===== config.mk =====
export PLATFORM = sky130hd
export DESIGN_NAME = ddr_tx_lane_ctrl
export DESIGN_NICKNAME = d
export VERILOG_FILES = /design/src/rtl/ddr_tx_lane_ctrl.sv
export SDC_FILE = /design/constraint.sdc
export NUM_CORES = 1
export LEC_CHECK = 0
export ABC_AREA = 1
export BUFFER_PORTS_ARGS = -buffer_cell sky130_fd_sc_hd__buf_4
export CAP_MARGIN = 20
export CORE_MARGIN = 2
export CORE_UTILIZATION = 37
export CTS_BUF_LIST = sky130_fd_sc_hd__clkbuf_8 sky130_fd_sc_hd__clkbuf_16
export DETAILED_ROUTE_END_ITERATION = 6
export PLACE_DENSITY = 0.56
export SYNTH_ARGS = -nofsm -noshare
export SYNTH_HDL_FRONTEND = slang
export SYNTH_SLANG_ARGS = --single-unit

===== constraint.sdc =====
create_clock -name clk -period 2.8 [get_ports clk]
set_input_delay 0.28 -clock clk [delete_from_list [all_inputs] [get_ports clk]]
set_output_delay 0.28 -clock clk [all_outputs]
set_load 0.01 [all_outputs]

===== src/rtl/ddr_tx_lane_ctrl.sv =====
// Multi-lane DDR transmit controller: word FIFO plus enable/preamble/send/hold/off sequencing for O_DDR and O_BUFT_DS.
// Optional preamble phase is compiled in with `define DDR_TX_PREAMBLE_EN.
module ddr_tx_lane_ctrl #(
   parameter int CHANNELS        = 2,
   parameter int DEPTH           = 8,
   parameter int HOLD_CYCLES     = 4,
   parameter int PREAMBLE_CYCLES = 2
) (
   input  logic                      clk,
   input  logic                      rst,
   input  logic                      in_valid,
   input  logic [2*CHANNELS-1:0]     in_data,
   output logic                      in_ready,
   output logic [2*CHANNELS-1:0]     ddr_d,
   output logic                      ddr_e,
   output logic                      buf_t,
   output logic                      busy,
   output logic [$clog2(DEPTH):0]    fifo_count,
   output logic [15:0]               word_cnt
);

   localparam int W  = 2 * CHANNELS;
   localparam int AW = $clog2(DEPTH);
   localparam int CW = AW + 1;
   localparam int HW = $clog2(HOLD_CYCLES + 1);
   localparam logic [CW-1:0] FULL     = CW'(DEPTH);
   localparam logic [HW-1:0] HOLD_MAX = HW'(HOLD_CYCLES);

   if (DEPTH < 2 || (DEPTH & (DEPTH - 1)) != 0 || HOLD_CYCLES < 1 || PREAMBLE_CYCLES < 1) begin : gBadParam
      $error("ddr_tx_lane_ctrl: illegal parameter value");
   end

`ifdef DDR_TX_PREAMBLE_EN
   localparam int PW = $clog2(PREAMBLE_CYCLES + 1);
   localparam logic [PW-1:0] PRE_LAST = PW'(PREAMBLE_CYCLES - 1);

   typedef enum logic [2:0] {
      IDLE     = 3'd0,
      ENABLE   = 3'd1,
      PREAMBLE = 3'd2,
      SEND     = 3'd3,
      HOLD     = 3'd4,
      OFF      = 3'd5
   } state_t;

   logic [PW-1:0] preCnt_q, preCnt_d;
`else
   typedef enum logic [2:0] {
      IDLE   = 3'd0,
      ENABLE = 3'd1,
      SEND   = 3'd3,
      HOLD   = 3'd4,
      OFF    = 3'd5
   } state_t;
`endif

   state_t         state_q, state_d;
   logic [W-1:0]   mem [DEPTH];
   logic [AW-1:0]  wrPtr_q, rdPtr_q;
   logic [CW-1:0]  count_q, count_d;
   logic [HW-1:0]  hold_q, hold_d;
   logic [W-1:0]   ddrD_q, ddrD_d;
   logic [15:0]    wordCnt_q, wordCnt_d;
   logic           bufT_q, ddrE_q;
   logic           push, pop;

   // Full-ness comes from the registered count, so a pop cannot make room for a push in the same cycle.
   always_comb begin
      push    = in_valid && (count_q != FULL);
      count_d = count_q;
      if (push && !pop) begin
         count_d = count_q + CW'(1);
      end else if (!push && pop) begin
         count_d = count_q - CW'(1);
      end
   end

   always_ff @(posedge clk) begin
      if (push && !rst) begin
         mem[wrPtr_q] <= in_data;
      end
   end

   always_comb begin
      state_d   = state_q;
      hold_d    = hold_q;
      ddrD_d    = '0;
      wordCnt_d = wordCnt_q;
      pop       = 1'b0;
`ifdef DDR_TX_PREAMBLE_EN
      preCnt_d  = preCnt_q;
`endif
      case (state_q)
         IDLE: begin
            if (count_q != '0) begin
               state_d = ENABLE;
            end
         end
         ENABLE: begin
            hold_d = '0;
`ifdef DDR_TX_PREAMBLE_EN
            preCnt_d = '0;
            state_d  = PREAMBLE;
`else
            state_d  = SEND;
`endif
         end
`ifdef DDR_TX_PREAMBLE_EN
         PREAMBLE: begin
            ddrD_d = {CHANNELS{2'b10}};
            if (preCnt_q == PRE_LAST) begin
               state_d = SEND;
            end else begin
               preCnt_d = preCnt_q + PW'(1);
            end
         end
`endif
         SEND, HOLD: begin
            // Any queued word restarts the burst; otherwise count idle cycles until the pad may be released.
            if (count_q != '0) begin
               ddrD_d    = mem[rdPtr_q];
               pop       = 1'b1;
               wordCnt_d = wordCnt_q + 16'd1;
               hold_d    = '0;
               state_d   = SEND;
            end else if (hold_q == HOLD_MAX) begin
               state_d = OFF;
            end else begin
               hold_d  = hold_q + HW'(1);
               state_d = HOLD;
            end
         end
         OFF: begin
            state_d = IDLE;
         end
         default: begin
            state_d = IDLE;
         end
      endcase
   end

   // Pad controls are registered from the next state so they always match the state register.
   always_ff @(posedge clk) begin
      if (rst) begin
         state_q   <= IDLE;
         wrPtr_q   <= '0;
         rdPtr_q   <= '0;
         count_q   <= '0;
         hold_q    <= '0;
         ddrD_q    <= '0;
         wordCnt_q <= '0;
         bufT_q    <= 1'b0;
         ddrE_q    <= 1'b0;
`ifdef DDR_TX_PREAMBLE_EN
         preCnt_q  <= '0;
`endif
      end else begin
         state_q   <= state_d;
         count_q   <= count_d;
         hold_q    <= hold_d;
         ddrD_q    <= ddrD_d;
         wordCnt_q <= wordCnt_d;
         bufT_q    <= (state_d != IDLE);
         ddrE_q    <= (state_d != IDLE) && (state_d != OFF);
`ifdef DDR_TX_PREAMBLE_EN
         preCnt_q  <= preCnt_d;
`endif
         if (push) begin
            wrPtr_q <= wrPtr_q + AW'(1);
         end
         if (pop) begin
            rdPtr_q <= rdPtr_q + AW'(1);
         end
      end
   end

   assign in_ready   = (count_q != FULL);
   assign ddr_d      = ddrD_q;
   assign ddr_e      = ddrE_q;
   assign buf_t      = bufT_q;
   assign busy       = bufT_q;
   assign fifo_count = count_q;
   assign word_cnt   = wordCnt_q;

endmodule


==> out/metrics.cfg, run 1 <==
[outcome]
outcome = completed

[setup_path]
r2r-end = fifo_count[3]
rr_startpoint = fifo_count[0]
worstPathArrival_ps = 2460
startpoint_type = flip-flop
r2r_cells = 12
setup.worst_path.end_class = flip-flop
rrSetupSlack_ps = 620
crit_type = reg2reg
required_ps = 3080
crit_fanout = 7

[route]
dr_total_vias = 2406
wl_per_cell_um = 12.9
drt-pass1-iter-count = 4
vias_per_cell = 4.84
drtAntennaViolNets = 0
routed_wl_um = 6390
route.detailed.drc = 0
drt_iter0_drc = 82

[power]
max-vdd-ir-drop_mv = 0.408
p_int_mw = 1.88
clkPwrFrac = 0.322
p_sw_mw = 0.841
p_per_area_mw_per_mm2 = 744
leakage_nw = 1.44
pwr-share-seq = 0.453
p_sw_frac = 0.309
pwr-share-comb = 0.225

[final_layout]
final_util = 0.448
diodes = 0
drive_gt1_frac = 0.166
fin_nets = 403
final_common_cell = nand2_1
syn2layout_area_growth_pct = 18.2
layout_common_cells = nand2_1, nor2_1, dfxtp_1

[global_routing]
grt-ovfl-total = 0
grt_pass1_wl_um = 10400
grt_max_degree = 21
antenna_found_initial = 0
grt_pass1_vias = 2189
grt_usage = 0.151

[floorplan]
num_rows = 33
die_h_um = 95.5
coreArea_mm2 = 0.00818
ioPinCount = 35
die_w_um = 95.5
initial_core_util = 0.379
dieArea_mm2 = 0.00912

[synth]
netlist_area_mm2 = 0.00310
yosys-top-cells-area = edfxtp_1, dfxtp_1, nand2_1
synth_top_area_share = 0.310
yosysTopAreaCell = edfxtp_1
yosysWarnings = 0
synth_nets = 364
synthesis.instances = 348
ys_seq_area_frac = 0.556
syn_area_per_cell_um2 = 8.91
synth-seq-cells = 70
yosysUniqueCellTypes = 28

[clock_network]
post_cts_buffers = 0
cts_buffers = 9
clock_sink_count = 70
clock_latency_ps = 350
clockBufferDepth = 2
holdBufCountCts = 0
tritoncts = done
ctsResizeCount = 0
htreeDepth = 3
clock-root-buffer = clkbuf_8
clk_pin_slew_worst_paths_ps = 70

[sta]
setup_viol = 0
grt_setup_unrepaired = no
period_share = 0.778
relSlewSlack = 0.567
finalCriticalPeriod_ps = 2180
finalHoldViolCount = 0
drv_slew = 0
max_freq_mhz = 459
fin_skew_ps = 9.07
tightest_slew_ps = 648
fin_tns_setup_ps = 0

[hold_path]
hold_class = in2reg
whs_endpoint = mem[1][3]
hp-start = in_data[3]
hold_path_depth = 1

[run]
drv_cap = 0

[place]
dp_hpwl_um = 4490
routabilityCongestion = 0.786
port_buffers = 34

cell type report:
cell class              instances  area, um2
clock inverters                 7       88.8
fillers                       823       4510
flip-flops and latches         70       1720
multi-input cells             237       1200
inverters                      33        124
clock buffers                   9        124
repair buffers                 36        270
well taps                     105        131
Yosys cell counts, drive strengths merged:
library cell,instances
nand3,15
dfxtp,38
clkbuf,3
and3,1
o22ai,8
inv,33
nand4,6
buf,5
edfxtp,32
xor2,4
a21boi,1
o21ai,34
a21oi,24
nor3,6
ha,8
fa,1
xnor2,2
nand2,64
nor2,63
stage by stage:
step | setup slack [ps] | hold slack, ps | instance area (um2) | power, mW | instances
5_1_grt | 393 | 155 | 3660 | 2.88 | 497
3_5_place_dp | 628 | 483 | 3450 | 1.88 | 481
6_report | 622 | 171 | 3660 | 2.73 | 497
4_1_cts | 605 | 159 | 3660 | 2.76 | 497
3_3_place_gp | 704 | 475 | 3450 | 1.87 | 481
2_1_floorplan | 686 | 359 | 3100 | 1.68 | 348
power groups by stage:
stage,sequential [mW],clock (mW),combinational [mW]
floorplan,1.26,0,0.423
global placement,1.25,0,0.614
detailed placement,1.26,0,0.618
CTS,1.24,0.906,0.623
global route,1.25,0.939,0.698
finish,1.23,0.876,0.614
registers in the layout, summed over array words and instances, names as in the netlist:
name        cells
ddr_e           1
rdPtr_q         3
mem            32
wrPtr_q         3
state_q         3
hold_q          3
word_cnt       16
buf_t           1
fifo_count      4
ddr_d           4
kinds of logic (layout without fill, tap and decap cells):
kind of cell               Yosys count  in the layout  share of synthesized area
and+or+nand+nor                    155            155                      0.219
AOI/OAI and AO/OA                   67             67                      0.113
DFF                                 70             70                      0.556
adders and majority gates            9              9                     0.0388
buffers and inverters               41             85                     0.0565
xor gates and xnor gates             6              6                     0.0170
per-layer routing:
layer | track usage | up-vias | routed length (um)
li1 | - | 1245 | -
met1 | 0.199 | 1098 | 3140
met2 | 0.226 | 46 | 2810
met3 | 0.0538 | 17 | 306
met4 | 0.0631 | 0 | 128
met5 | 0 | - | 0
critical path, stage by stage (launching register included):
cell and delay (ps):
dfxtp_1 370, nor2_1 200, nand3_1 120, nand2_1 170, inv_1 90, ha_1 230
inv_1 120, ha_1 280, a21oi_1 160, nand2_1 80, xor2_1 130, nand2_1 60
a21oi_1 110
how the worst max path moves through the flow:
stage / startpoint / to / cells after the start / slack (ps)
floorplan: fifo_count[0] / fifo_count[3] / 12 / 690
finish: fifo_count[0] / fifo_count[3] / 12 / 620
CTS: fifo_count[0] / fifo_count[3] / 12 / 600
detailed placement: fifo_count[0] / fifo_count[3] / 12 / 630
global route: fifo_count[0] / fifo_count[3] / 12 / 390
global placement: fifo_count[0] / fifo_count[3] / 12 / 700
No activity file was read; power rests on OpenSTA's default activity.
==> run 2: changes to the inputs <==
ABC_AREA = 0   (was 1)
clock period = 2.25 ns   (was 2.8 ns; I/O delays follow)
==> run 2 against run 1 <==
Net effect:
- the run now ends with setup timing left
- synthesized cell count down 26%
- sequential share of layout area down 2.0 points
- die area down 1.2%
- critical endpoint unchanged
==> out/metrics.cfg, run 2 <==
[final_layout]
drive_gt1_frac = 0.326  ; +0.160
final_common_cell = buf_4
top_register = mem
syn2layout_area_growth_pct = 25.3
fill_cells = 736  ; -11%
layout_common_cells = buf_4, dfxtp_1, edfxtp_1
seqCellArea_mm2 = 0.00173  ; +0.29%
diodes = 0  ; unchanged
multi_input_area_mm2 = 0.00131  ; +9.1%
largest_reg_flops = 32  ; unchanged
finalInstanceArea_mm2 = 0.00384  ; +4.7%
fin_nets = 327  ; -19%

[synth]
yosysWarnings = 0  ; unchanged
synth_ff_type = dfxtp_1
yosysTopAreaCell = edfxtp_1
post-synth-top-count-cell = dfxtp_1
synthArstFlopShare = 0  ; unchanged
syn_area_per_cell_um2 = 12.0  ; +34%
netlist_area_mm2 = 0.00306  ; -1.3%
synthesis.instances = 256  ; -26%
yosysUniqueCellTypes = 46  ; +64%
synth_top_area_share = 0.314  ; +0.00393
synth_nets = 272  ; -25%
ys_seq_area_frac = 0.563  ; +0.00704
yosys-top-cells-area = edfxtp_1, dfxtp_1, mux4_2
synth_enable_flop_cells = 32  ; unchanged
synthTopCellsByCount = dfxtp_1, edfxtp_1, a21oi_1, nor2_1
synth-seq-cells = 70  ; unchanged

[global_routing]
grt_pass1_wl_um = 9540  ; -8.1%
grt_pass1_vias = 2026  ; -7.4%
antenna_found_initial = 0  ; unchanged
grt-ovfl-total = 0  ; unchanged
grt_usage = 0.139  ; -0.0119
grt_max_degree = 37  ; +76%

[sta]
fin_skew_ps = 8.25  ; -0.822 ps
relSlewSlack = 0.405  ; -0.163
period_share = 1.05  ; +0.269
fin_tns_setup_ps = -105  ; -105 ps
finalHoldViolCount = 0  ; unchanged
setup_viol = 1  ; +1
drv_slew = 0  ; unchanged
grt_setup_unrepaired = yes
tightest_slew_ps = 885  ; +236 ps
max_freq_mhz = 425  ; -7.5%
setup_ws_ps = -105  ; -727 ps
finalCriticalPeriod_ps = 2360  ; +177 ps

[route]
wl_met1_um = 2660  ; -15%
routed_wl_um = 5830  ; -8.7%
dr_total_vias = 2121  ; -12%
wl_met3_um = 252  ; -18%
vias_per_cell = 5.04  ; +4.1%
drt-pass1-iter-count = 6  ; +2
drtAntennaViolNets = 0  ; unchanged
route.met2.wl_um = 2830  ; +0.46%
wl_per_cell_um = 13.8  ; +7.8%
drt_iter0_drc = 53  ; -35%
route.top_layer_used = met4
route.detailed.drc = 0  ; unchanged

[clock_network]
clk_pin_slew_worst_paths_ps = 90  ; +20 ps
tritoncts = done
clock-root-buffer = clkbuf_8
clockBufferDepth = 2  ; unchanged
clock_sink_count = 70  ; unchanged
cts_buffers = 9  ; unchanged
clock_latency_ps = 340  ; about the same
holdBufCountCts = 0  ; unchanged
htreeDepth = 3  ; unchanged

[power]
max-vdd-ir-drop_mv = 0.301  ; -26%
clkPwrFrac = 0.278  ; -0.044
p_sw_mw = 1.13  ; +34%
p_per_area_mw_per_mm2 = 930  ; +25%
p_int_mw = 2.44  ; +30%
pwr-share-comb = 0.301  ; +0.076
leakage_nw = 1.40  ; -3.2%
p_sw_frac = 0.316  ; +0.00701
pwr-share-seq = 0.421  ; -0.032

[setup_path]
crit_fanout = 4  ; -3
r2r-end = fifo_count[3]
cp-startpoint = fifo_count[1]
rrSetupSlack_ps = -110  ; -730 ps
crit_end = fifo_count[3]
crit_type = reg2reg
required_ps = 2480  ; -600 ps
setup.worst_path.end_class = flip-flop
startpoint_type = flip-flop
r2r_cells = 9  ; -3
worstPathArrival_ps = 2590  ; +130 ps
rr_startpoint = fifo_count[1]

[outcome]
outcome = complete, but fails checks
violations = setup timing

[place]
post_dp_cell_area_mm2 = 0.00360  ; +4.4%
port_buffers = 34  ; unchanged
dp_hpwl_um = 4190  ; -6.6%
routabilityCongestion = 0.714  ; -9.1%

[floorplan]
die_w_um = 94.9  ; -0.60%
ioPinCount = 35  ; unchanged
initial_core_util = 0.376  ; -0.00284
num_rows = 33  ; unchanged
dieArea_mm2 = 0.00901  ; -1.2%
coreArea_mm2 = 0.00813  ; -0.51%
die_h_um = 94.9  ; -0.60%

[hold_path]
hold_class = in2reg

[run]
drv_cap = 0  ; unchanged

[run 2: cell types whose count changed after synthesis, sizes merged, moves of 6 or more]
cell and change:
a21oi -7, clkbuf +6, inv -26, mux2i +10, mux4 +8, nand2 -56, nand2b +6, nand3 -7
nor2 -46, o21ai -23, o22ai -8, or3 +6, or4 +6
[run 2: layout make-up]
class,instances,share of cell area
Clock buffer,9,0.0323
Timing Repair Buffer,59,0.115
Inverter,7,0.00750
Clock inverter,7,0.0186
Multi-Input combinational cell,164,0.342
Tap cell,105,0.0342
Sequential cell,70,0.450
[run 2: timing repair]
| action | in CTS | in global routing |
|---|---|---|
| resized for setup | 1 | 5 |
| setup buffers | 0 | 1 |
| endpoints found under the setup margin | 2 | 2 |
| pin swaps | 0 | 6 |
[run 2: per-layer routing]
layer,vias to the layer above,GRT usage
li1,1068,-
met3,8,0.0327
met5,-,0
met4,0,0.0580
met2,43,0.229
met1,1002,0.176
[run 2: how the worst min path moves through the flow]
stage                     from         to  slack (ps)  cells after the start
global route        in_data[2]  mem[1][2]         100                      1
CTS                 in_data[2]  mem[3][2]         100                      1
floorplan           in_data[0]  mem[0][0]         320                      0
global placement    in_data[2]  mem[2][2]         460                      1
finish              in_data[2]  mem[1][2]         110                      1
detailed placement  in_data[2]  mem[3][2]         470                      1
[run 2: stage by stage]
stage / util / worst slack [ps] / power (mW) / std cells / hold slack (ps)
2_1_floorplan: - / -190 / 2.13 / 256 / 324
3_3_place_gp: 0.443 / -34.7 / 2.51 / 404 / 459
3_5_place_dp: 0.443 / -86.1 / 2.53 / 404 / 469
4_1_cts: 0.467 / -76.8 / 3.54 / 420 / 97.1
5_1_grt: 0.472 / -181 / 3.78 / 421 / 105
6_report: 0.472 / -105 / 3.57 / 421 / 112
[run 2: critical path, stage by stage, from the launching register on]
cell,delay (ps)
dfxtp_4,350
or4b_4,530
and2_4,160
ha_4,170
inv_4,70
ha_4,210
a21oi_4,140
a211oi_2,80
a31oi_1,180
mux2_2,360
[run 2: power groups by stage]
stage	sequential (mW)	clock [mW]	combinational (mW)
finish	1.50	0.990	1.07
floorplan	1.57	0	0.560
global placement	1.53	0	0.982
detailed placement	1.53	0	0.999
global route	1.52	1.08	1.19
CTS	1.50	1.02	1.02
[run 2: cells by family after synthesis]
group / share of synthesized area
fa+ha+maj: 0.0392
simple gates: 0.154
xor+xnor: 0.0229
compound gates: 0.0895
flops: 0.563
buf+inv: 0.0331
mux: 0.0989
